--- src/rtl/cic_decimator_n.sv ---
// N-order CIC decimator for a 1-bit unsigned bitstream with a runtime ratio,
// output right-shift and a 2-entry valid/ready output FIFO with sticky overrun.
module cic_decimator_n #(
    parameter int ORDER          = 2,
    parameter int MAX_DECIMATION = 64,
    parameter int REGISTER_WIDTH = 25,
    parameter int OUT_WIDTH      = 16,
    localparam int DW            = $clog2(MAX_DECIMATION + 1)
) (
    input  logic                 clk_i,
    input  logic                 rst_i,
    input  logic                 en_i,
    input  logic                 modulator_data_i,
    input  logic [DW-1:0]        decimation_i,
    input  logic [4:0]           shift_i,
    input  logic                 clear_overrun_i,
    output logic [OUT_WIDTH-1:0] data_o,
    output logic                 valid_o,
    input  logic                 ready_i,
    output logic                 tick_o,
    output logic                 overrun_o,
    output logic [DW-1:0]        phase_o
);

    localparam int RW = REGISTER_WIDTH;

    if (ORDER < 1 || ORDER > 4) begin : g_order_chk
        $error("cic_decimator_n: ORDER must be within 1..4");
    end
    if (REGISTER_WIDTH < ORDER * $clog2(MAX_DECIMATION) + 1) begin : g_rw_chk
        $error("cic_decimator_n: REGISTER_WIDTH too small for ORDER and MAX_DECIMATION");
    end
    if (OUT_WIDTH > REGISTER_WIDTH) begin : g_ow_chk
        $error("cic_decimator_n: OUT_WIDTH must not exceed REGISTER_WIDTH");
    end

    logic [ORDER-1:0][RW-1:0] integ_q, integ_d;
    logic [ORDER-1:0][RW-1:0] dly_q, dly_d;
    logic [ORDER-1:0][RW-1:0] comb_c;
    logic [DW-1:0]            phase_q, phase_d;
    logic [DW-1:0]            r_act_q, r_act_d;
    logic [DW-1:0]            r_req, r_eff;
    logic                     first_q, first_d;
    logic                     tick;
    logic [RW-1:0]            y_full;
    logic [1:0][OUT_WIDTH-1:0] mem_q, mem_d;
    logic                     wr_q, wr_d, rd_q, rd_d;
    logic [1:0]               cnt_q, cnt_d;
    logic                     ovr_q, ovr_d;
    logic                     push, pop, full;

    always_comb begin
        r_req = decimation_i;
        if (decimation_i < DW'(2))
            r_req = DW'(2);
        else if (decimation_i > DW'(MAX_DECIMATION))
            r_req = DW'(MAX_DECIMATION);
    end

    // The first cycle after reset release uses the live request, which is
    // also what gets latched, so R_act tracks the value seen at release.
    assign r_eff = first_q ? r_req : r_act_q;
    assign tick  = en_i && (phase_q == r_eff - DW'(1));

    always_comb begin
        phase_d = phase_q;
        r_act_d = r_act_q;
        first_d = 1'b0;
        if (en_i)
            phase_d = tick ? '0 : phase_q + DW'(1);
        if (tick || first_q)
            r_act_d = r_req;
    end

    always_comb begin
        integ_d = integ_q;
        if (en_i) begin
            integ_d[0] = integ_q[0] + {{(RW-1){1'b0}}, modulator_data_i};
            for (int k = 1; k < ORDER; k++)
                integ_d[k] = integ_q[k] + integ_q[k-1];
        end
    end

    // Comb chain sees the last integrator before this cycle's update.
    always_comb begin
        comb_c    = '0;
        dly_d     = dly_q;
        comb_c[0] = integ_q[ORDER-1] - dly_q[0];
        for (int k = 1; k < ORDER; k++)
            comb_c[k] = comb_c[k-1] - dly_q[k];
        if (tick) begin
            dly_d[0] = integ_q[ORDER-1];
            for (int k = 1; k < ORDER; k++)
                dly_d[k] = comb_c[k-1];
        end
    end

    assign y_full = comb_c[ORDER-1] >> shift_i;

    assign push = tick;
    assign pop  = valid_o && ready_i;
    assign full = (cnt_q == 2'd2);

    // When full, wr_q == rd_q: a simultaneous pop frees the slot being written.
    always_comb begin
        mem_d = mem_q;
        wr_d  = wr_q;
        rd_d  = rd_q;
        cnt_d = cnt_q;
        ovr_d = ovr_q;
        if (clear_overrun_i)
            ovr_d = 1'b0;
        if (pop) begin
            rd_d  = ~rd_q;
            cnt_d = cnt_q - 2'd1;
        end
        if (push) begin
            if (!full || pop) begin
                mem_d[wr_q] = y_full[OUT_WIDTH-1:0];
                wr_d        = ~wr_q;
                cnt_d       = cnt_d + 2'd1;
            end else begin
                ovr_d = 1'b1;
            end
        end
    end

    always_ff @(posedge clk_i or posedge rst_i) begin
        if (rst_i) begin
            integ_q <= '0;
            dly_q   <= '0;
            phase_q <= '0;
            r_act_q <= DW'(2);
            first_q <= 1'b1;
            mem_q   <= '0;
            wr_q    <= 1'b0;
            rd_q    <= 1'b0;
            cnt_q   <= '0;
            ovr_q   <= 1'b0;
        end else begin
            integ_q <= integ_d;
            dly_q   <= dly_d;
            phase_q <= phase_d;
            r_act_q <= r_act_d;
            first_q <= first_d;
            mem_q   <= mem_d;
            wr_q    <= wr_d;
            rd_q    <= rd_d;
            cnt_q   <= cnt_d;
            ovr_q   <= ovr_d;
        end
    end

    assign valid_o   = (cnt_q != 2'd0);
    assign data_o    = valid_o ? mem_q[rd_q] : '0;
    assign tick_o    = tick;
    assign overrun_o = ovr_q;
    assign phase_o   = phase_q;

endmodule

--- config.mk ---
export PLATFORM = sky130hd
export DESIGN_NAME = cic_decimator_n
export DESIGN_NICKNAME = d
export VERILOG_FILES = /design/src/rtl/cic_decimator_n.sv
export SDC_FILE = /design/constraint.sdc
export NUM_CORES = 1
export LEC_CHECK = 0
export BUFFER_PORTS_ARGS = -buffer_cell sky130_fd_sc_hd__buf_4
export CORE_MARGIN = 2
export CORE_UTILIZATION = 45
export DETAILED_ROUTE_END_ITERATION = 16
export HOLD_SLACK_MARGIN = 0.02
export MAX_ROUTING_LAYER = met4
export PLACE_DENSITY = 0.68
export SLEW_MARGIN = 25
export SYNTH_ARGS = -nofsm -noshare
export SYNTH_HDL_FRONTEND = slang
export SYNTH_SLANG_ARGS = --single-unit
export TNS_END_PERCENT = 100
--- constraint.sdc ---
create_clock -name clk_i -period 7.8 [get_ports clk_i]
set_input_delay 0.78 -clock clk_i [delete_from_list [all_inputs] [get_ports clk_i]]
set_output_delay 0.78 -clock clk_i [all_outputs]
set_load 0.01 [all_outputs]
# ---- Word level (Yosys, flattened, before mapping)
# Cells that the tools add are included.
dict set report word_totals {
  out_inout_bits 26
  reg_bits 152
  input_bits 18
  wordCells 55
}
dict set report op_classes {
  eq_ne 2
  addsub 8
  shifts 1
  reduce_logical 8
  magnitude_cmp 5
  muxes 16
  n_bitwise 2
}
# op count
set ops {}
lappend ops {{$mux 16} 4}
lappend ops {{$sub 25x25->25} 2}
lappend ops {{$bwmux 32} 1}
lappend ops {{$mux 7} 4}
lappend ops {{$add 25x1->25} 1}
lappend ops {{$add 25x25->25} 1}
lappend ops {{$shr 25x5->16} 1}
lappend ops {{$demux 16 s1} 1}
lappend ops {{$add 7x1->7 const B} 1}
lappend ops {{$eq 7x7->1} 1}
lappend ops {{$gt 7x7->1 const B} 1}
lappend ops {{$lt 7x2->1 const B} 1}
lappend ops {{$sub 7x1->7 const B} 1}
lappend ops {{$mux 2} 3}
lappend ops {{$lt 1x2->1 const B} 2}
lappend ops {{$logic_and 1x1->1} 3}
lappend ops {{$mux 1} 3}
lappend ops {{$add 2x1->2 const B} 1}
lappend ops {{$eq 2x2->1 const B} 1}
lappend ops {{$logic_or 1x1->1} 2}
lappend ops {{$not 1->1} 2}
lappend ops {{$reduce_and 2->1} 1}
lappend ops {{$reduce_bool 2->1} 1}
lappend ops {{$sub 2x1->2 const B} 1}
lappend ops {{other kinds (2)} 2}

# ---- Logic depth before layout (Yosys ltp)
# Gate-level depths: netlist (run 1).
dict set report logic_depth {
  ltp_word 8
  depth_mapped 25
  ltp_nobuf 24
}

# ---- Least setup slack after synthesis (run 1)
# OpenSTA, ideal clock, no wires.
dict set report synth_timing {
  kind {register -> register}
  from {reg integ_q[26] (netlist bit)}
  to {reg mem_q[25] (netlist bit)}
  path_buffers 1
  required_ns 7.675
  setup_ns 0.125
  path_stages_with_launch 22
  synth_period_minus_slack_ns 5.258
  t_arrival_ns 5.133
  setup_slack_ns 2.542
  cell_sequence {dfrtp_1 > ha_1 > nor2b_1 > o21ai_0 > a21boi_0 > nor3_1 > o311a_1 > or4_1 > a41oi_1 > o31ai_1 > xnor2_1 > ha_1 > clkbuf_1 > o21a_1 > a21o_1 > a2111o_1 > a31oi_2 > xnor2_1 > mux4_2 > mux2i_1 > a211oi_1 > mux2_2}
}
# element line
set synth_rtl {}
lappend synth_rtl {{start: declaration} 37} ;# logic [ORDER-1:0][RW-1:0] integ_q, integ_d;
lappend synth_rtl {{start signal: assignment} 141} ;# integ_q <= integ_d;
lappend synth_rtl {{end signal: assignment} 146} ;# mem_q <= mem_d;
lappend synth_rtl {{end: declaration} 46} ;# logic [1:0][OUT_WIDTH-1:0] mem_q, mem_d;

==> out/qor.txt, run 1 <==
Startpoint Class: register
# Post-CTS Setup Buffers: 0
Total GRT Usage: 0.197
Status: finished, final reports clean
Sequential area share after synthesis: 0.331
MaxCap Viol Count: 0
Synth Flop Type: dfrtp_1
Synth area leader: dfrtp_1
Core box area: 0.0251 sq mm
R2R setup slack: 1950 ps
R2R depth: 20
GP Congestion: 0.893
Initial core utilization: 0.458
Placed cells: 1613
Via count: 9150
Hold buffers post-CTS: 0
Final hold violation count: 0
Slew headroom: 0.331
Max Transition Viols Final: 0
Vias in the first global route: 8811
Root buf cell: clkbuf_16
Count of unique library cells instantiated by Yosys: 75
DR WL/cell: 14.9 um
Max Buffers Root-to-Sink: 2
Netlist Area Pre-Place: 0.0115 sq mm
Post-synthesis async set-or-reset flop share: 1.00
CP Data Arrival Time: 6160 ps
Worst-margin pin slew: 1000 ps
Hold Path Class: input port to async pin
Post-Synthesis Cells: 1290
Crit path max fanout: 9
Share of the synthesized area in the top cell type: 0.327
Worst r2r dst: mem_q[17]
Setup TNS: 0 ps
Final setup vio count: 0
Vert. Die Dim: 164 um
CTS buffer count: 17
Num rows: 58
Port Buffer Count: 43
Die ar.: 0.0268 sq mm
Fin crit share: 0.750
#FFs+latches synth: 152
Syn_area_per_cell: 8.91 sq um
Global-route wire length before repair: 42400 um
RSZ-0062 raised after global routing: no
DP HPWL: 18000 um
Top Ports: 44
Yosys warns: 0
Vias per inst: 5.56
Largest net degree at the start of global routing: 104
# diodes: 0
Final-stage net count: 1401
CP Class: register to register
Peak Freq: 0.171 GHz
Post-route DRC violation count: 0
Clk_lat worst skew: 430 ps
Overflow after GRT: 0
Type of destination of the critical path: register
Worst Clk Skew: 11.2 ps
Clock Pin Slew Worst Setup and Hold Paths: 70 ps
Post-Layout Cell Count: 1645
CTS sink cnt: 152
Total wire length: 24500 um
Synth area leaders: dfrtp_1 33%, ha_1 8.5%, mux2_2 5.5%
Initial DRC count: 563
CP required: 8110 ps
H-tree Lvls: 4
Period minus WS final: 5850 ps
1st-pass router iterations: 7
Synth Net Count: 1389
Fraction of layout cells with a size suffix above 1: 0.124
CTS tree: done
Cts repair resizes: 0
Die X: 164 um
Min Hold Slack: 475 ps
Post-synth EDFFs: 0
P&R area growth vs syn: 10.1%
Final ANT Viol Nets: 0
Initial antenna violation count: 0
Worst r2r src: integ_q[26]
==> cell type report <==
class | instances | area, sq um
Clock buffer | 18 | 429
Clock inverter | 14 | 161
Fill cell | 2373 | 12500
Inverter | 80 | 305
Multi-Input combinational cell | 1006 | 7200
Sequential cell | 152 | 3810
Tap cell | 330 | 413
Timing Repair Buffer | 45 | 338
==> worst max-delay path, cell delays in order (launching register included) <==
cell and delay [ps]:
dfrtp_1 420, ha_1 290, nor2b_1 120, o21ai_0 100, a21boi_0 330, nor3_1 140
o311a_1 410, or4_1 530, a41oi_1 350, nor2_1 130, ha_1 430, a211oi_1 230
o21ai_0 130, a21o_1 210, a2111o_1 400, a31oi_2 240, xnor2_1 150, mux4_2 530
mux2i_1 190, o32ai_1 130, mux2_2 290
==> registers in the layout, indices dropped and copies added (netlist names) <==
register / cells
integ_q: 50
phase_o: 7
r_act_q: 7
cnt_q: 2
rd_q: 1
mem_q: 32
first_q: 1
overrun_o: 1
dly_q: 50
wr_q: 1
==> placed cells by master, fill, tap and decap left out, types with 24 or more instances in the layout <==
cell and instances:
dfrtp_1 150, nand2_1 130, nor2_1 108, o21ai_0 85, ha_1 78, inv_1 76
xnor2_1 72, a21oi_1 62, mux2_2 56, mux2i_1 53, buf_4 45, a21o_1 42
xor2_1 31, nor3_1 24
==> cells by family after synthesis <==
logic type | Yosys count | synth area share
AND/OR/NAND/NOR | 383 | 0.154
AO/OA/AOI/OAI | 320 | 0.185
flip-flops | 152 | 0.331
buffers and inverters | 132 | 0.0437
multiplexers | 118 | 0.117
XOR/XNOR | 103 | 0.0785
adder cells (fa/ha/maj) | 81 | 0.0901
other | 1 | 0.000326
==> Yosys cell counts (7+ instances only) <==
library cell / number
dfrtp_1: 150
clkbuf_1: 42
ha_1: 78
o21ai_0: 85
nor2_1: 109
nand3_1: 22
nand2_1: 130
nand4_1: 14
nor3_1: 24
xnor2_1: 72
a21oi_1: 62
and3_1: 20
and2_1: 9
mux2_2: 56
nand2b_1: 12
a31oi_1: 10
o211ai_1: 11
a21o_1: 42
inv_1: 77
a211oi_1: 11
o31ai_1: 9
mux2i_1: 53
o21a_1: 15
or3_1: 7
mux4_2: 7
nor2b_1: 13
xor2_1: 31
==> routing by layer <==
layer,track usage,part of all wire
met1,0.263,0.48
met2,0.308,0.47
met3,0.0273,0.026
met4,0.0678,0.023
met5,-,0
==> worst max-delay path by stage <==
stage               cells past startpoint        end         from  slack [ps]
floorplan                              21  mem_q[25]  integ_q[26]        2540
global placement                       20   mem_q[9]  integ_q[26]        2170
detailed placement                     20  mem_q[25]  integ_q[26]        2060
CTS                                    20  mem_q[17]  integ_q[26]        2010
global route                           20  mem_q[17]  integ_q[26]        1560
finish                                 20  mem_q[17]  integ_q[26]        1950
==> per-stage QoR <==
stage,setup slack [ps],cell area (sq um),util
final,1950,12600,0.504
after CTS,2010,12600,0.504
after global placement,2170,12100,0.480
after detailed placement,2060,12100,0.480
after floorplan,2540,11500,-
after global routing,1560,12600,0.504
Power of run 1 is left out: the tool's default activity adds up to more than one toggle a clock period on the data nets, which glitch-free logic cannot reach.
==> inputs of run 2 (changes only) <==
- PLACE_DENSITY: 0.68 -> 0.7
- clock period: 7.8 -> 5.18 ns (I/O delays scaled with it)
==> out/qor.txt, run 2 (synthesis results as in run 1) <==
DP HPWL: 18500 um (was 18000 um)
Leading cell type in the layout, fill and taps excluded: dfrtp_1 (unchanged)
Initial core utilization: 0.458 (unchanged)
Die X: 164 um (unchanged)
H-tree Lvls: 4 (unchanged)
CP Data Arrival Time: 5570 ps (was 6160 ps)
Worst r2r src: dly_q[1] (was integ_q[26])
Peak Freq: 0.190 GHz (was 0.171 GHz)
GP Congestion: 0.903 (was 0.893)
Top Registers: dly_q: 50 flops, integ_q: 50 flops, mem_q: 32 flops (unchanged)
Post-route cell area: 0.0134 sq mm (was 0.0126 sq mm)
Max Transition Viols Final: 0 (unchanged)
Area of the multi-input gates: 0.00748 sq mm (was 0.00720 sq mm)
Via count: 9432 (was 9150)
Port Buffer Count: 43 (unchanged)
R2R setup slack: -80 ps (was 1950 ps)
Vert. Die Dim: 164 um (unchanged)
Worst Clk Skew: 12.1 ps (was 11.2 ps)
Most frequent cells in the layout: 150 x dfrtp_1, 130 x nand2_1, 109 x nor2_1, 101 x buf_4, 77 x o21ai_0 (was 150 x dfrtp_1, 130 x nand2_1, 108 x nor2_1, 85 x o21ai_0, 78 x ha_1)
Root buf cell: clkbuf_16 (unchanged)
Type of destination of the critical path: register (unchanged)
Startpoint Class: register (unchanged)
Status: complete, but fails checks (was finished, final reports clean)
Fraction of layout cells with a size suffix above 1: 0.188 (was 0.124)
Clock Pin Slew Worst Setup and Hold Paths: 70 ps (about the same)
CTS sink cnt: 152 (unchanged)
R2R depth: 22 (was 20)
Setup TNS: -437 ps (was 0 ps)
Die ar.: 0.0268 sq mm (unchanged)
Final setup vio count: 8 (was 0)
1st-pass router iterations: 5 (was 7)
Top Ports: 44 (unchanged)
CTS buffer count: 17 (unchanged)
P&R area growth vs syn: 16.3% (was 10.1%)
Hold Path Class: input port to async pin (unchanged)
Final hold violation count: 0 (unchanged)
RSZ-0062 raised after global routing: yes (was no)
MaxCap Viol Count: 0 (unchanged)
Largest net degree at the start of global routing: 93 (was 104)
Min Hold Slack: 221 ps (was 475 ps)
Crit path max fanout: 6 (was 9)
# diodes: 0 (unchanged)
Post-route DRC violation count: 0 (unchanged)
Fin crit share: 1.01 (was 0.750)
Final WS setup: -76.5 ps (was 1950 ps)
Failing checks: negative setup slack
CP Class: register to register (unchanged)
DR WL/cell: 14.9 um (about the same)
Final ANT Viol Nets: 0 (unchanged)
Initial DRC count: 552 (was 563)
Vias in the first global route: 8826 (was 8811)
Seq. cell area: 0.00381 sq mm (unchanged)
CP startpoint: dly_q[1] (was integ_q[26])
Total wire length: 25300 um (was 24500 um)
Period minus WS final: 5260 ps (was 5850 ps)
Placed Area: 0.0124 sq mm (was 0.0121 sq mm)
Core box area: 0.0251 sq mm (unchanged)
CTS tree: done (unchanged)
Max Buffers Root-to-Sink: 2 (unchanged)
Hold buffers post-CTS: 0 (unchanged)
Worst r2r dst: mem_q[17] (unchanged)
Global-route wire length before repair: 42500 um (was 42400 um)
Overflow after GRT: 0 (unchanged)
Final-stage net count: 1457 (was 1401)
Slew headroom: 0.351 (was 0.331)
CP required: 5500 ps (was 8110 ps)
Num rows: 58 (unchanged)
Initial antenna violation count: 0 (unchanged)
Total GRT Usage: 0.198 (was 0.197)
Clk_lat worst skew: 440 ps (was 430 ps)
Vias per inst: 5.54 (was 5.56)
Worst-margin pin slew: 974 ps (was 1000 ps)
Fillers: 2289 (was 2373)
-- run 2: cell types whose count changed in the layout (fill, tap and decap cells not counted), sizes merged --
cell and change:
bufinv -1, clkinv +3, clkinvlp -2, buf +56
-- run 2: worst max-delay path: stages, from the launching register on --
cell and delay [ps]:
dfrtp_1 350, inv_1 60, ha_1 270, nor2b_4 140
o21ai_2 90, a21boi_2 230, nor3_4 70, o311a_4 400
or4_4 470, a41oi_4 230, o211ai_1 120, nand2b_1 110
xor2_1 200, ha_1 280, a21o_1 230, a21o_1 170
a21o_1 170, a21o_1 220, xor2_2 170, mux4_2 530
mux2i_4 230, o32ai_4 140, mux2_4 280
-- run 2: per-stage QoR --
stage | utilization | worst slack [ps] | instances
finish | 0.532 | -76.5 | 1701
global route | 0.532 | -253 | 1701
CTS | 0.523 | 11.8 | 1695
floorplan | - | 44.0 | 1290
global placement | 0.493 | -34.5 | 1655
detailed placement | 0.493 | -121 | 1655
-- run 2: cell type report --
cell class                 instances  share of cell area
tap                              330              0.0309
clock buffer                      18              0.0329
timing repair buffer             101              0.0567
inverter                          80              0.0228
sequential                       152               0.285
clock inverter                    14              0.0119
multi-input combinational       1006               0.560
-- run 2: how the worst max path moves through the flow --
stage | endpoint | slack (ps) | cells after the start
global placement | mem_q[25] | -30 | 21
finish | mem_q[17] | -80 | 22
global route | mem_q[17] | -250 | 21
floorplan | mem_q[9] | 40 | 21
detailed placement | mem_q[17] | -120 | 21
CTS | mem_q[2] | 10 | 23
-- run 2: metal layers --
layer  wire length (um)  GRT usage  part of all wire
met5                  0          -                 0
met4                588     0.0682             0.023
met3                735     0.0290             0.029
met2              11900      0.316              0.47
met1              12000      0.257              0.48
-- run 2: timing repair --
action,CTS,global route
buffers inserted,8,6
endpoints found under the hold margin,0,0
gates cloned,0,0
gates resized for setup,16,40
pin swaps,5,23
endpoints found under the setup margin,26,32
Power of run 2 is left out for the same reason.
==> inputs of run 3 (changes only) <==
--- a/config.mk
+++ b/config.mk
@@ -7,2 +7,3 @@
 export LEC_CHECK = 0
+export ABC_AREA = 1
 export BUFFER_PORTS_ARGS = -buffer_cell sky130_fd_sc_hd__buf_4
--- a/constraint.sdc
+++ b/constraint.sdc
@@ -3,2 +3,2 @@
 set_output_delay 0.518 -clock clk_i [all_outputs]
-set_load 0.01 [all_outputs]
+set_load 0.005 [all_outputs]
==> out/qor.txt, run 3 <==
Placed cells: 2045 (was 1655)
Max Transition Viols Final: 0 (unchanged)
CP required: 5520 ps (was 5500 ps)
Synth Flop Type: dfrtp_1 (unchanged)
Overflow after GRT: 0 (unchanged)
Worst-margin pin slew: 858 ps (was 974 ps)
Worst path max stage delay: 390 ps (was 530 ps)
# Post-CTS Setup Buffers: 0 (was 8)
Leading cell type in the layout, fill and taps excluded: nand2_1 (was dfrtp_1)
Initial core utilization: 0.454 (was 0.458)
Sequential area share after synthesis: 0.325 (was 0.331)
Port Buffer Count: 43 (unchanged)
Post-synth EDFFs: 0 (unchanged)
Post-Layout Cell Count: 2077 (was 1701)
Total GRT Usage: 0.230 (was 0.198)
Clock Pin Slew Worst Setup and Hold Paths: 70 ps (about the same)
Startpoint Class: register (unchanged)
DR WL/cell: 14.2 um (was 14.9 um)
Post-Synthesis Cells: 1706 (was 1290)
Setup TNS: 0 ps (was -437 ps)
Fin crit share: 0.890 (was 1.01)
CTS tree: done (unchanged)
# diodes: 0 (unchanged)
Total wire length: 29400 um (was 25300 um)
DP HPWL: 22300 um (was 18500 um)
Global-route wire length before repair: 49400 um (was 42500 um)
R2R depth: 29 (was 22)
CP Class: register to register (unchanged)
CTS buffer count: 17 (unchanged)
MaxCap Viol Count: 0 (unchanged)
Met3 Usage GRT: 0.0282 (was 0.0290)
Period minus WS final: 4610 ps (was 5260 ps)
Post-synthesis async set-or-reset flop share: 1.00 (unchanged)
Top Usage Layer GRT: met2 (unchanged)
Peak Freq: 0.217 GHz (was 0.190 GHz)
Worst r2r dst: mem_q[31] (was mem_q[17])
Vert. Die Dim: 165 um (was 164 um)
Via count: 11100 (was 9432)
Final setup vio count: 0 (was 8)
Most frequent cells in the layout: 443 x nand2_1, 212 x nand3_1, 205 x inv_1, 150 x dfrtp_1, 145 x o21ai_0 (was 150 x dfrtp_1, 130 x nand2_1, 109 x nor2_1, 101 x buf_4, 77 x o21ai_0)
Fraction of layout cells with a size suffix above 1: 0.0660 (was 0.188)
Max Buffers Root-to-Sink: 2 (unchanged)
Slew headroom: 0.427 (was 0.351)
Worst r2r src: integ_q[25] (was dly_q[1])
1st-pass router iterations: 5 (unchanged)
#FFs+latches synth: 152 (unchanged)
Final-stage net count: 1828 (was 1457)
Post-route DRC violation count: 0 (unchanged)
Clk_lat worst skew: 430 ps (was 440 ps)
Initial DRC count: 771 (was 552)
Die X: 165 um (was 164 um)
Most common cell in the netlist: nand2_1 (was dfrtp_1)
Final hold violation count: 0 (unchanged)
Vias per inst: 5.35 (was 5.54)
Count of unique library cells instantiated by Yosys: 47 (was 75)
Top cell by count, worst path: nand2_1 (was a21o_1)
Synth area leaders: dfrtp_1 32%, nand2_1 14%, nand3_1 9.1% (was dfrtp_1 33%, ha_1 8.5%, mux2_2 5.5%)
Status: finished, final reports clean (was complete, but fails checks)
P&R area growth vs syn: 9.83% (was 16.3%)
Num rows: 59 (was 58)
H-tree Lvls: 4 (unchanged)
GP Congestion: 0.941 (was 0.903)
Hold Path Class: input port to async pin (unchanged)
Vias in the first global route: 10500 (was 8826)
Top Ports: 44 (unchanged)
Netlist Area Pre-Place: 0.0117 sq mm (was 0.0115 sq mm)
Met1 Track Usage GR: 0.288 (was 0.257)
Core box area: 0.0258 sq mm (was 0.0251 sq mm)
CTS sink cnt: 152 (unchanged)
Worst Clk Skew: 18.9 ps (was 12.1 ps)
Yosys warns: 0 (unchanged)
Synth area leader: dfrtp_1 (unchanged)
Synth Net Count: 1805 (was 1389)
Final ANT Viol Nets: 0 (unchanged)
Syn_area_per_cell: 6.86 sq um (was 8.91 sq um)
Critical path's slowest cell: fa_1 (was mux4_2)
Final WS setup: 572 ps (was -76.5 ps)
CP Data Arrival Time: 4950 ps (was 5570 ps)
Share of the synthesized area in the top cell type: 0.321 (was 0.327)
Grt met2 use: 0.382 (was 0.316)
Top Registers: dly_q: 50 flops, integ_q: 50 flops, mem_q: 32 flops (unchanged)
Type of destination of the critical path: register (unchanged)
Initial antenna violation count: 0 (unchanged)
Die ar.: 0.0273 sq mm (was 0.0268 sq mm)
R2R setup slack: 570 ps (was -80 ps)
Largest net degree at the start of global routing: 113 (was 93)
Min Hold Slack: 219 ps (was 221 ps)
RSZ-0062 raised after global routing: no (was yes)
Root buf cell: clkbuf_16 (unchanged)
Commonest cells post-synth: 443 x nand2_1, 212 x nand3_1, 206 x inv_1 (was 150 x dfrtp_1, 130 x nand2_1, 109 x nor2_1)
Crit path max fanout: 6 (unchanged)
Pre-CTS WS: 596 ps (was -121 ps)
[run 3: cell types whose count changed after synthesis, moves of 15 or more]
| cell | previous run | this run |
|---|---|---|
| a21o_1 | 42 | 1 |
| a21oi_1 | 62 | 92 |
| and3_1 | 20 | 0 |
| clkbuf_1 | 42 | 24 |
| inv_1 | 77 | 206 |
| mux2_2 | 56 | 0 |
| mux2i_1 | 53 | 1 |
| nand2_1 | 130 | 443 |
| nand3_1 | 22 | 212 |
| nor2_1 | 109 | 128 |
| o21ai_0 | 85 | 145 |
| xnor2_1 | 72 | 21 |
| xor2_1 | 31 | 46 |
[run 3: logic make-up (layout without fill, tap and decap cells)]
group / Yosys count / in the layout / share of synthesized area
buf+inv: 260 / 296 / 0.0874
compound gates: 283 / 283 / 0.129
other cells: 1 / 1 / 0.000320
simple gates: 861 / 861 / 0.319
flops: 152 / 152 / 0.325
xor+xnor: 67 / 67 / 0.0501
fa+ha+maj: 81 / 81 / 0.0885
mux: 1 / 1 / 0.000855
[run 3: repair_timing]
action	in CTS	in global routing
hold buffers	0	0
gates resized for setup	0	1
endpoints found under the setup margin	0	10
[run 3: worst max path at each step]
stage,slack (ps),from,end,depth (start not counted)
floorplan,570,rst_i,cnt_q[0],1
global placement,750,integ_q[25],mem_q[21],29
detailed placement,600,integ_q[25],mem_q[31],30
CTS,560,integ_q[25],mem_q[31],30
global route,5,integ_q[25],mem_q[31],30
finish,570,integ_q[25],mem_q[31],29
[run 3: metal layers]
| metal | up-vias | wire length (um) |
|---|---|---|
| met5 | - | 0 |
| met2 | 241 | 14100 |
| li1 | 5686 | - |
| met1 | 5123 | 13500 |
| met3 | 59 | 996 |
| met4 | 0 | 905 |
[run 3: per-stage QoR]
stage               utilization  area [sq um]
global route              0.499         12900
global placement          0.477         12300
finish                    0.499         12900
detailed placement        0.477         12300
floorplan                     -         11700
CTS                       0.499         12800
[run 3: layout make-up]
cell class | count | area, sq um
multi-input cells | 1294 | 6880
well taps | 335 | 419
fillers | 2608 | 12900
clock buffers | 18 | 429
flip-flops and latches | 152 | 3810
inverters | 215 | 820
repair buffers | 49 | 368
clock inverters | 14 | 133
[run 3: critical path, delay by kind of cell (launching register included)]
kind | cells | cell delay (ps)
AOI/OAI and AO/OA | 6 | 1090
xor gates and xnor gates | 1 | 170
adders and majority gates | 3 | 980
buffers and inverters | 3 | 190
DFF | 1 | 360
and+or+nand+nor | 16 | 1750
Power of run 3 is left out for the same reason.
